[config.mk]
export PLATFORM = sky130hd
export DESIGN_NAME = tri_bus_arbiter
export DESIGN_NICKNAME = d
export VERILOG_FILES = /design/src/rtl/tri_bus_pkg.sv /design/src/rtl/rr_pick.sv /design/src/rtl/tri_bus_arbiter.sv
export SDC_FILE = /design/constraint.sdc
export NUM_CORES = 1
export LEC_CHECK = 0
export CORE_MARGIN = 2
export CORE_UTILIZATION = 45
export CTS_BUF_LIST = sky130_fd_sc_hd__clkbuf_4
export DETAILED_ROUTE_END_ITERATION = 6
export PLACE_DENSITY = 0.85
export RECOVER_POWER = 100
export SYNTH_ARGS = -nofsm -noshare
export SYNTH_HDL_FRONTEND = slang
export SYNTH_SLANG_ARGS = --single-unit
[constraint.sdc]
create_clock -name clk -period 1.4 [get_ports clk]
set_input_delay 0.35 -clock clk [delete_from_list [all_inputs] [get_ports clk]]
set_output_delay 0.35 -clock clk [all_outputs]
set_load 0.05 [all_outputs]
[src/rtl/tri_bus_pkg.sv]
// ---------------------------------------------------------------------------
// tri_bus_pkg
//   Shared types and width helpers for the tri-state bus arbiter.
//   - bus_state_t : arbiter FSM states (IDLE / DRIVE / TURN)
//   - DEF_*       : default parameter values used by the arbiter
//   - cnt_width() : bit width needed to hold a counter value 0..max_val
// ---------------------------------------------------------------------------
package tri_bus_pkg;

    typedef enum logic [1:0] {
        ST_IDLE  = 2'd0,
        ST_DRIVE = 2'd1,
        ST_TURN  = 2'd2
    } bus_state_t;

    localparam int DEF_N_REQ      = 4;
    localparam int DEF_MAX_BURST  = 4;
    localparam int DEF_TURNAROUND = 1;

    // Width for a counter that must represent 0..max_val (never less than 1 bit).
    function automatic int cnt_width(input int max_val);
        return (max_val < 1) ? 1 : $clog2(max_val + 1);
    endfunction

endpackage

[src/rtl/rr_pick.sv]
// ---------------------------------------------------------------------------
// rr_pick
//   Combinational round-robin priority picker. Scans req starting at rr_ptr
//   and wrapping modulo N_REQ; reports the first set bit.
// Ports
//   req    in   N_REQ   request vector
//   rr_ptr in   ID_W    index with highest priority this cycle
//   found  out  1       at least one request is set
//   idx    out  ID_W    index of the winning request (0 when !found)
// ---------------------------------------------------------------------------
module rr_pick #(
    parameter int N_REQ = 4,
    parameter int ID_W  = 2
) (
    input  logic [N_REQ-1:0] req,
    input  logic [ID_W-1:0]  rr_ptr,
    output logic             found,
    output logic [ID_W-1:0]  idx
);

    // Rotating a doubled copy puts the rr_ptr bit at position 0, so a plain
    // low-to-high scan of the bottom N_REQ bits gives round-robin order.
    logic [2*N_REQ-1:0] req_rot;

    always_comb begin
        int k;
        k       = 0;
        found   = 1'b0;
        idx     = '0;
        req_rot = {req, req} >> rr_ptr;
        for (int i = 0; i < N_REQ; i++) begin
            k = int'(rr_ptr) + i;
            if (k >= N_REQ) begin
                k = k - N_REQ;
            end
            if (!found && req_rot[i]) begin
                found = 1'b1;
                idx   = ID_W'(k);
            end
        end
    end

endmodule

[src/rtl/tri_bus_arbiter.sv]
// ---------------------------------------------------------------------------
// tri_bus_arbiter
//   Owns a shared tri-state bus. Grants one requester at a time, drives the
//   per-driver output enables (oe == grant), bounds each ownership to
//   MAX_BURST cycles, and forces TURNAROUND all-off cycles between owners.
// Ports
//   clk         in   1        rising-edge clock
//   reset_n     in   1        synchronous, active-low reset
//   req         in   N_REQ    level request per driver
//   grant       out  N_REQ    one-hot0 registered grant
//   oe          out  N_REQ    one-hot0 registered tristate enables (== grant)
//   owner_id    out  ID_W     index of current / most recent owner
//   bus_busy    out  1        high while in DRIVE
//   overlap_err out  1        sticky flag: oe was seen with more than one bit set
// ---------------------------------------------------------------------------
module tri_bus_arbiter
    import tri_bus_pkg::*;
#(
    parameter int N_REQ      = DEF_N_REQ,
    parameter int MAX_BURST  = DEF_MAX_BURST,
    parameter int TURNAROUND = DEF_TURNAROUND
) (
    input  logic                     clk,
    input  logic                     reset_n,
    input  logic [N_REQ-1:0]         req,
    output logic [N_REQ-1:0]         grant,
    output logic [N_REQ-1:0]         oe,
    output logic [$clog2(N_REQ)-1:0] owner_id,
    output logic                     bus_busy,
    output logic                     overlap_err
);

    localparam int ID_W    = $clog2(N_REQ);
    localparam int BURST_W = cnt_width(MAX_BURST);
    localparam int TURN_W  = cnt_width(TURNAROUND);

    localparam logic [BURST_W-1:0] BURST_LAST = BURST_W'(MAX_BURST - 1);
    localparam logic [TURN_W-1:0]  TURN_LAST  = TURN_W'(TURNAROUND - 1);
    localparam logic [ID_W-1:0]    LAST_ID    = ID_W'(N_REQ - 1);
    localparam logic [N_REQ-1:0]   ONE_HOT0   = N_REQ'(1);

    bus_state_t         state;
    logic [N_REQ-1:0]   grant_q;
    logic [N_REQ-1:0]   oe_q;
    logic [ID_W-1:0]    owner_id_q;
    logic               bus_busy_q;
    logic               overlap_err_q;
    logic [ID_W-1:0]    rr_ptr;
    logic [BURST_W-1:0] burst_cnt;
    logic [TURN_W-1:0]  turn_cnt;

    logic               pick_found;
    logic [ID_W-1:0]    pick_idx;
    logic [N_REQ-1:0]   pick_onehot;
    logic               arb_now;
    logic               drive_end;
    logic [ID_W-1:0]    rr_ptr_next;
    logic               oe_multi;

    rr_pick #(
        .N_REQ (N_REQ),
        .ID_W  (ID_W)
    ) u_rr_pick (
        .req    (req),
        .rr_ptr (rr_ptr),
        .found  (pick_found),
        .idx    (pick_idx)
    );

    always_comb begin
        pick_onehot = ONE_HOT0 << pick_idx;
        // Arbitration happens in IDLE and on the final TURN cycle only, so a
        // request that toggles earlier inside TURN is never seen.
        arb_now     = (state == ST_IDLE) ||
                      ((state == ST_TURN) && (turn_cnt == TURN_LAST));
        drive_end   = !req[owner_id_q] || (burst_cnt == BURST_LAST);
        rr_ptr_next = (owner_id_q == LAST_ID) ? '0 : owner_id_q + 1'b1;
        // x & (x-1) clears the lowest set bit; non-zero means two or more bits.
        oe_multi    = (oe_q & (oe_q - 1'b1)) != '0;
    end

    always_ff @(posedge clk) begin
        if (!reset_n) begin
            state         <= ST_IDLE;
            grant_q       <= '0;
            oe_q          <= '0;
            owner_id_q    <= '0;
            bus_busy_q    <= 1'b0;
            overlap_err_q <= 1'b0;
            rr_ptr        <= '0;
            burst_cnt     <= '0;
            turn_cnt      <= '0;
        end else begin
            if (oe_multi) begin
                overlap_err_q <= 1'b1;
            end

            if (arb_now) begin
                if (pick_found) begin
                    state      <= ST_DRIVE;
                    grant_q    <= pick_onehot;
                    oe_q       <= pick_onehot;
                    owner_id_q <= pick_idx;
                    bus_busy_q <= 1'b1;
                    burst_cnt  <= '0;
                end else begin
                    state      <= ST_IDLE;
                    grant_q    <= '0;
                    oe_q       <= '0;
                    bus_busy_q <= 1'b0;
                end
            end else if (state == ST_TURN) begin
                turn_cnt <= turn_cnt + 1'b1;
            end else if (state == ST_DRIVE) begin
                if (drive_end) begin
                    // Enables drop on the same edge the owner is released, so the
                    // TURN cycles that follow are guaranteed all-off.
                    state      <= ST_TURN;
                    grant_q    <= '0;
                    oe_q       <= '0;
                    bus_busy_q <= 1'b0;
                    rr_ptr     <= rr_ptr_next;
                    turn_cnt   <= '0;
                end else begin
                    burst_cnt <= burst_cnt + 1'b1;
                end
            end else begin
                // Unused encoding: fall back to a safe, bus-released IDLE.
                state      <= ST_IDLE;
                grant_q    <= '0;
                oe_q       <= '0;
                bus_busy_q <= 1'b0;
            end
        end
    end

    assign grant       = grant_q;
    assign oe          = oe_q;
    assign owner_id    = owner_id_q;
    assign bus_busy    = bus_busy_q;
    assign overlap_err = overlap_err_q;

endmodule
* Word-level counts from Yosys, hierarchy flattened
Cells that the tools add are included.
** Operators by class
- Reductions and logical operators :: 20
- Multiply operators :: 0
- Magnitude comparators :: 5
- Mux-type cells :: 37
- Bitwise gates (word level) :: 4
- $add $sub $neg :: 11
- Shift operators :: 2
- Equality and inequality tests :: 8
- Divide/modulo/power cells :: 0
** Operators by type and width (number)
- 2-bit 2-to-1 mux :: 13
- 4-bit 2-to-1 mux :: 5
- 3-bit 2-to-1 mux :: 5
- 1-bit 2-to-1 mux :: 13
- 3-bit >= comparator (second input constant) :: 3
- 4-bit AND reduction :: 2
- 8-bit by 2-bit right shift with 4-bit output :: 1
- 2-bit by 1-bit subtractor with 2-bit output (second input constant) :: 4
- 2-bit by 2-bit adder with 3-bit output (second input constant) :: 2
- 2-bit inequality test (second input constant) :: 3
- 2-bit nonzero test :: 3
- 4-bit bitwise AND :: 1
- 2-bit equality test (second input constant) :: 2
- 1-bit logical AND :: 4
- 1-bit zero test :: 4
- 2-bit AND reduction :: 2
- 4-bit nonzero test :: 1
- 1-bit by 2-bit left shift with 4-bit output (first input constant) :: 1
- 4-bit by 1-bit subtractor with 4-bit output (second input constant) :: 1
- 2-bit by 1-bit adder with 3-bit output (second input constant) :: 1
- 3-bit by 1-bit adder with 3-bit output (second input constant) :: 1
- 3-bit by 2-bit equality test with 1-bit output (second input constant) :: 1
- 2-bit by 3-bit >= comparator with 1-bit output (second input constant) :: 1
- 2-bit by 3-bit < comparator with 1-bit output (second input constant) :: 1
- other kinds (9) :: 12
** Word-level totals
- Output and inout bits :: 12
- Bits in read-only memories :: 0
- Memory bits (writable) :: 0
- Flip-flop bits (word level) :: 16
- Word-level logic and storage cells :: 95
- Memories kept :: 0
- Input port bits :: 6
- Bits in latches :: 0

* Longest topological paths before layout
- Depth after elaboration :: 14
- Mapped depth :: 6
- Mapped depth without buffers :: 6

* Hierarchy
Synthesis repeated with hierarchy kept, for this count alone.
** Second synthesis, totals
- Cell total of the unflattened synthesis :: 101
- Area, all modules :: 903.4 µm²
** Modules (own cells, without submodules)
- tri_bus_arbiter :: seq. area each 300.3 µm², cells each 89, area each 829.5 µm², times used 1
- rr_pick :: seq. area each 0.0 µm², cells each 12, area each 73.8 µm², times used 1

* Worst setup path before layout
Ideal clock, no wire load.
- Path type :: reg2reg
- Start :: reg, netlist name bus_busy
- End :: reg oe_q[0] (netlist: oe[0])
- Data required time :: 1283 ps
- Path slack :: -502 ps
- Buffers on the path :: 0
- Arrival :: 1785 ps
- Period minus slack after synthesis :: 1902 ps
- Stages on the path, launching flop included :: 7
- Library setup time :: 117 ps
- Cell sequence :: dfxtp_1 inv_1 ha_1 and2b_2 o21ai_2 nor2_2 a32o_2
** RTL lines
- end signal, assigned :: line tri_bus_arbiter.sv:102 : oe_q <= pick_onehot;
- end, declared :: line tri_bus_arbiter.sv:44 : logic [N_REQ-1:0] oe_q;

* Final worst setup path
- Start :: reg burst_cnt[0]
- End :: reg rr_ptr[1]
** Between the ends
- Cells in the longest elaborated chain, start to end :: 3
** Ends and longest elaborated chain
- start, declared :: line tri_bus_arbiter.sv:49 : logic [BURST_W-1:0] burst_cnt;
- start signal, assigned :: line tri_bus_arbiter.sv:125 : burst_cnt <= burst_cnt + 1'b1;
- 3-bit by 2-bit equality test with 1-bit output :: line tri_bus_arbiter.sv:76 : drive_end = !req[owner_id_q] || (burst_cnt == BURST_LAST);
- 1-bit logical OR :: line tri_bus_arbiter.sv:76
- 4-bit AND reduction (no line)
- end signal, assigned :: line tri_bus_arbiter.sv:122 : rr_ptr <= rr_ptr_next;
- end, declared :: line tri_bus_arbiter.sv:48 : logic [ID_W-1:0] rr_ptr;
Every way passes these cells.
A chain may end at the register's enable or synchronous reset.

==> summary.txt <==
Worst-Skew Late Latency - 0.29 ns
CTS Buf Count - 3
post-synthesis mux area share - 7.63%
Slew headroom - 67.5%
min-delay worst type - register to register
top post-synthesis cells by count - dfxtp_1, inv_1, nand2_1, mux2i_1
RD Place Congestion - 0.811
WL final - 2990 um
# diodes - 0
clock transition at the registers of the reported paths - 0.09 ns
placed instance area - 1430 um2
DRC errors left - 0
IO Pins - 18
FMAX - 0.613 GHz
peak supply drop - 0.675 mV
crit path kind - register to register
CP Launch Type - register
largest family of logic cells by synthesized area - simple AND/OR/NAND/NOR gates
first-pass GRT wire length - 4710 um
Final period util - 117%
P&R area growth vs syn - 70.3%
max cap viols - 0
die area - 2420 um2
fraction of layout cells with a size suffix above 1 - 52.5%
failing checks - negative setup slack
final hold vios - 0
EDFF count, synth - 0
DPL Wire Length - 2010 um
NetSw - 484 uW
Chip Width - 49.2 um
top cells by area, synth - dfxtp_1, ha_1, mux2i_1
Switching Share - 35.8%
routed vias - 939
post-synthesis xor/xnor area fraction - 0%
Initial DRC Count - 22
CP Capture Type - register
initial core utilization - 47.3%
Final Power - 1.35 mW
most common cell in the netlist - dfxtp_1
Final nets - 154
vias in the first global route - 994
Site Rows - 16
initial antenna violation count - 0
crit-path max FO - 5
top_reg_cell synth - dfxtp_1
Post-Syn Area - 918 um2
setup total negative slack - -1.76 ns
Routed Antenna Nets - 0
arrival time worst endpoint - 1.84 ns
fin area - 1560 um2
Port Buf Inserts - 17
internal power - 869 uW
async set-reset flop share out of synthesis - 0%
GRT Total Usage - 25.5%
Die Span Y - 49.2 um
clk buf depth - 2
syn nets - 114
vias per std cell - 5.59
Avg Cell Area, Syn - 9.00 um2
setup ws final - -0.232 ns
share of power burned in registers - 36.3%
Compound-Gate Fraction of Synth Area - 20.6%
synthesized flop and latch total - 15
power per cell area - 865 nW/um2
1st-pass router iterations - 4
worst-margin pin slew - 0.483 ns
Core ar. - 1940 um2
DR WL/cell - 17.8 um
Congestion Overflow GR - 0
clock sink count - 15
final setup violation count - 13
Synth area leader - dfxtp_1
Clock power frac - 20.8%
WHS - 0.471 ns
Mapped Cells - 102
Post-Synth Adder-Cell Area - 9.26%
Synth Area in Simple Gates - 22.5%
leakage power - 0.673 nW
Root Buffer - clkbuf_4
Syn. warnings - 0
largest net degree at the start of global routing - 9
share of the synthesized area in the top cell type - 32.7%
RSZ-0062 raised after global routing - yes
outcome - finished, violations left
sequential area share after synthesis - 32.7%
minimum clock period - 1.63 ns
required time worst endpoint - 1.61 ns
Final Skew - 0.00147 ns
combinational power share - 42.8%
CTS tree - done
Netlist cell types - 38
H-Tree Depth - 1
fin. max-slew vios - 0
per-layer routing:
| metal | GRT usage (%) | part of all wire [%] |
|---|---|---|
| met1 | 27.8 | 40 |
| met2 | 48.0 | 55 |
| met3 | 4.60 | 2.9 |
| met4 | 9.52 | 2.2 |
| met5 | 0 | 0 |
cells by family after synthesis:
logic type               after synthesis
buffers and inverters                 14
AND/OR/NAND/NOR                       34
AO/OA/AOI/OAI                         25
adder cells (fa/ha/maj)                7
flip-flops                            15
multiplexers                           7
power by group through the flow:
stage	registers (mW)	clock network [mW]	logic, mW
after floorplan	0.543	0	0.206
after global placement	0.494	0	0.483
after detailed placement	0.498	0	0.503
after CTS	0.489	0.273	0.541
after global routing	0.495	0.303	0.610
final	0.492	0.282	0.580
path summary, 6_finish.rpt:
check / slack [ns] / start / endpoint / cells after the start
worst min-delay path: 0.47 / overlap_err$_SDFFE_PN0P_ / overlap_err$_SDFFE_PN0P_ / 2
worst max-delay path: -0.23 / burst_cnt[0]$_SDFFE_PN0P_ / rr_ptr[1]$_SDFFE_PN0P_ / 6
worst min register to register: 0.47 / overlap_err$_SDFFE_PN0P_ / overlap_err$_SDFFE_PN0P_ / 2
worst max register to register: -0.23 / burst_cnt[0]$_SDFFE_PN0P_ / rr_ptr[1]$_SDFFE_PN0P_ / 6
flip-flops by register name, indices dropped and copies added (netlist names):
| name | count |
|---|---|
| overlap_err | 1 |
| burst_cnt | 3 |
| bus_busy | 1 |
| owner_id | 2 |
| state | 1 |
| rr_ptr | 2 |
| turn_cnt | 1 |
| oe | 4 |
area by class of cell:
cell class / count / area, um2
well taps: 27 / 33.8
multi-input cells: 73 / 696
fillers: 125 / 378
clock buffers: 4 / 30.0
inverters: 9 / 38.8
repair buffers: 40 / 452
flip-flops and latches: 15 / 314
worst max-delay path: stages, from the launching register on:
cell      delay (ns)
dfxtp_2         0.34
ha_4            0.16
ha_4            0.14
or2_4           0.23
o22ai_4         0.23
nand2b_4        0.21
mux2i_1         0.23
what timing repair did:
| item | in CTS | in global routing |
|---|---|---|
| pin swaps | 7 | 5 |
| endpoints found under the setup margin | 14 | 16 |
| resized for setup | 17 | 11 |
| hold buffers | 0 | 0 |
| buffers inserted | 1 | 1 |
through the flow:
step / worst slack (ns) / std cells / utilization (%)
after CTS: -0.106 / 167 / 78.2
after global routing: -0.274 / 168 / 80.5
after detailed placement: -0.565 / 162 / 73.8
after global placement: -0.519 / 162 / 73.8
final: -0.232 / 168 / 80.5
after floorplan: -0.115 / 102 / -
layout by cell type (no fill, tap or decap), types with 2 or more instances in the layout:
| cell type | count |
|---|---|
| nand2_1 | 6 |
| o32ai_2 | 2 |
| dlygate4sd2_1 | 3 |
| buf_12 | 11 |
| or3_1 | 2 |
| dfxtp_4 | 2 |
| o21a_1 | 2 |
| nand2b_1 | 5 |
| ha_4 | 4 |
| mux2i_1 | 6 |
| dfxtp_2 | 5 |
| inv_1 | 7 |
| or4_1 | 2 |
| buf_6 | 2 |
| o21ai_0 | 2 |
| a21oi_1 | 5 |
| clkbuf_4 | 4 |
| nand2_2 | 2 |
| a32o_2 | 2 |
| dfxtp_1 | 8 |
| buf_4 | 21 |
| nand3_1 | 4 |
Power figures use the tool's default switching activity.
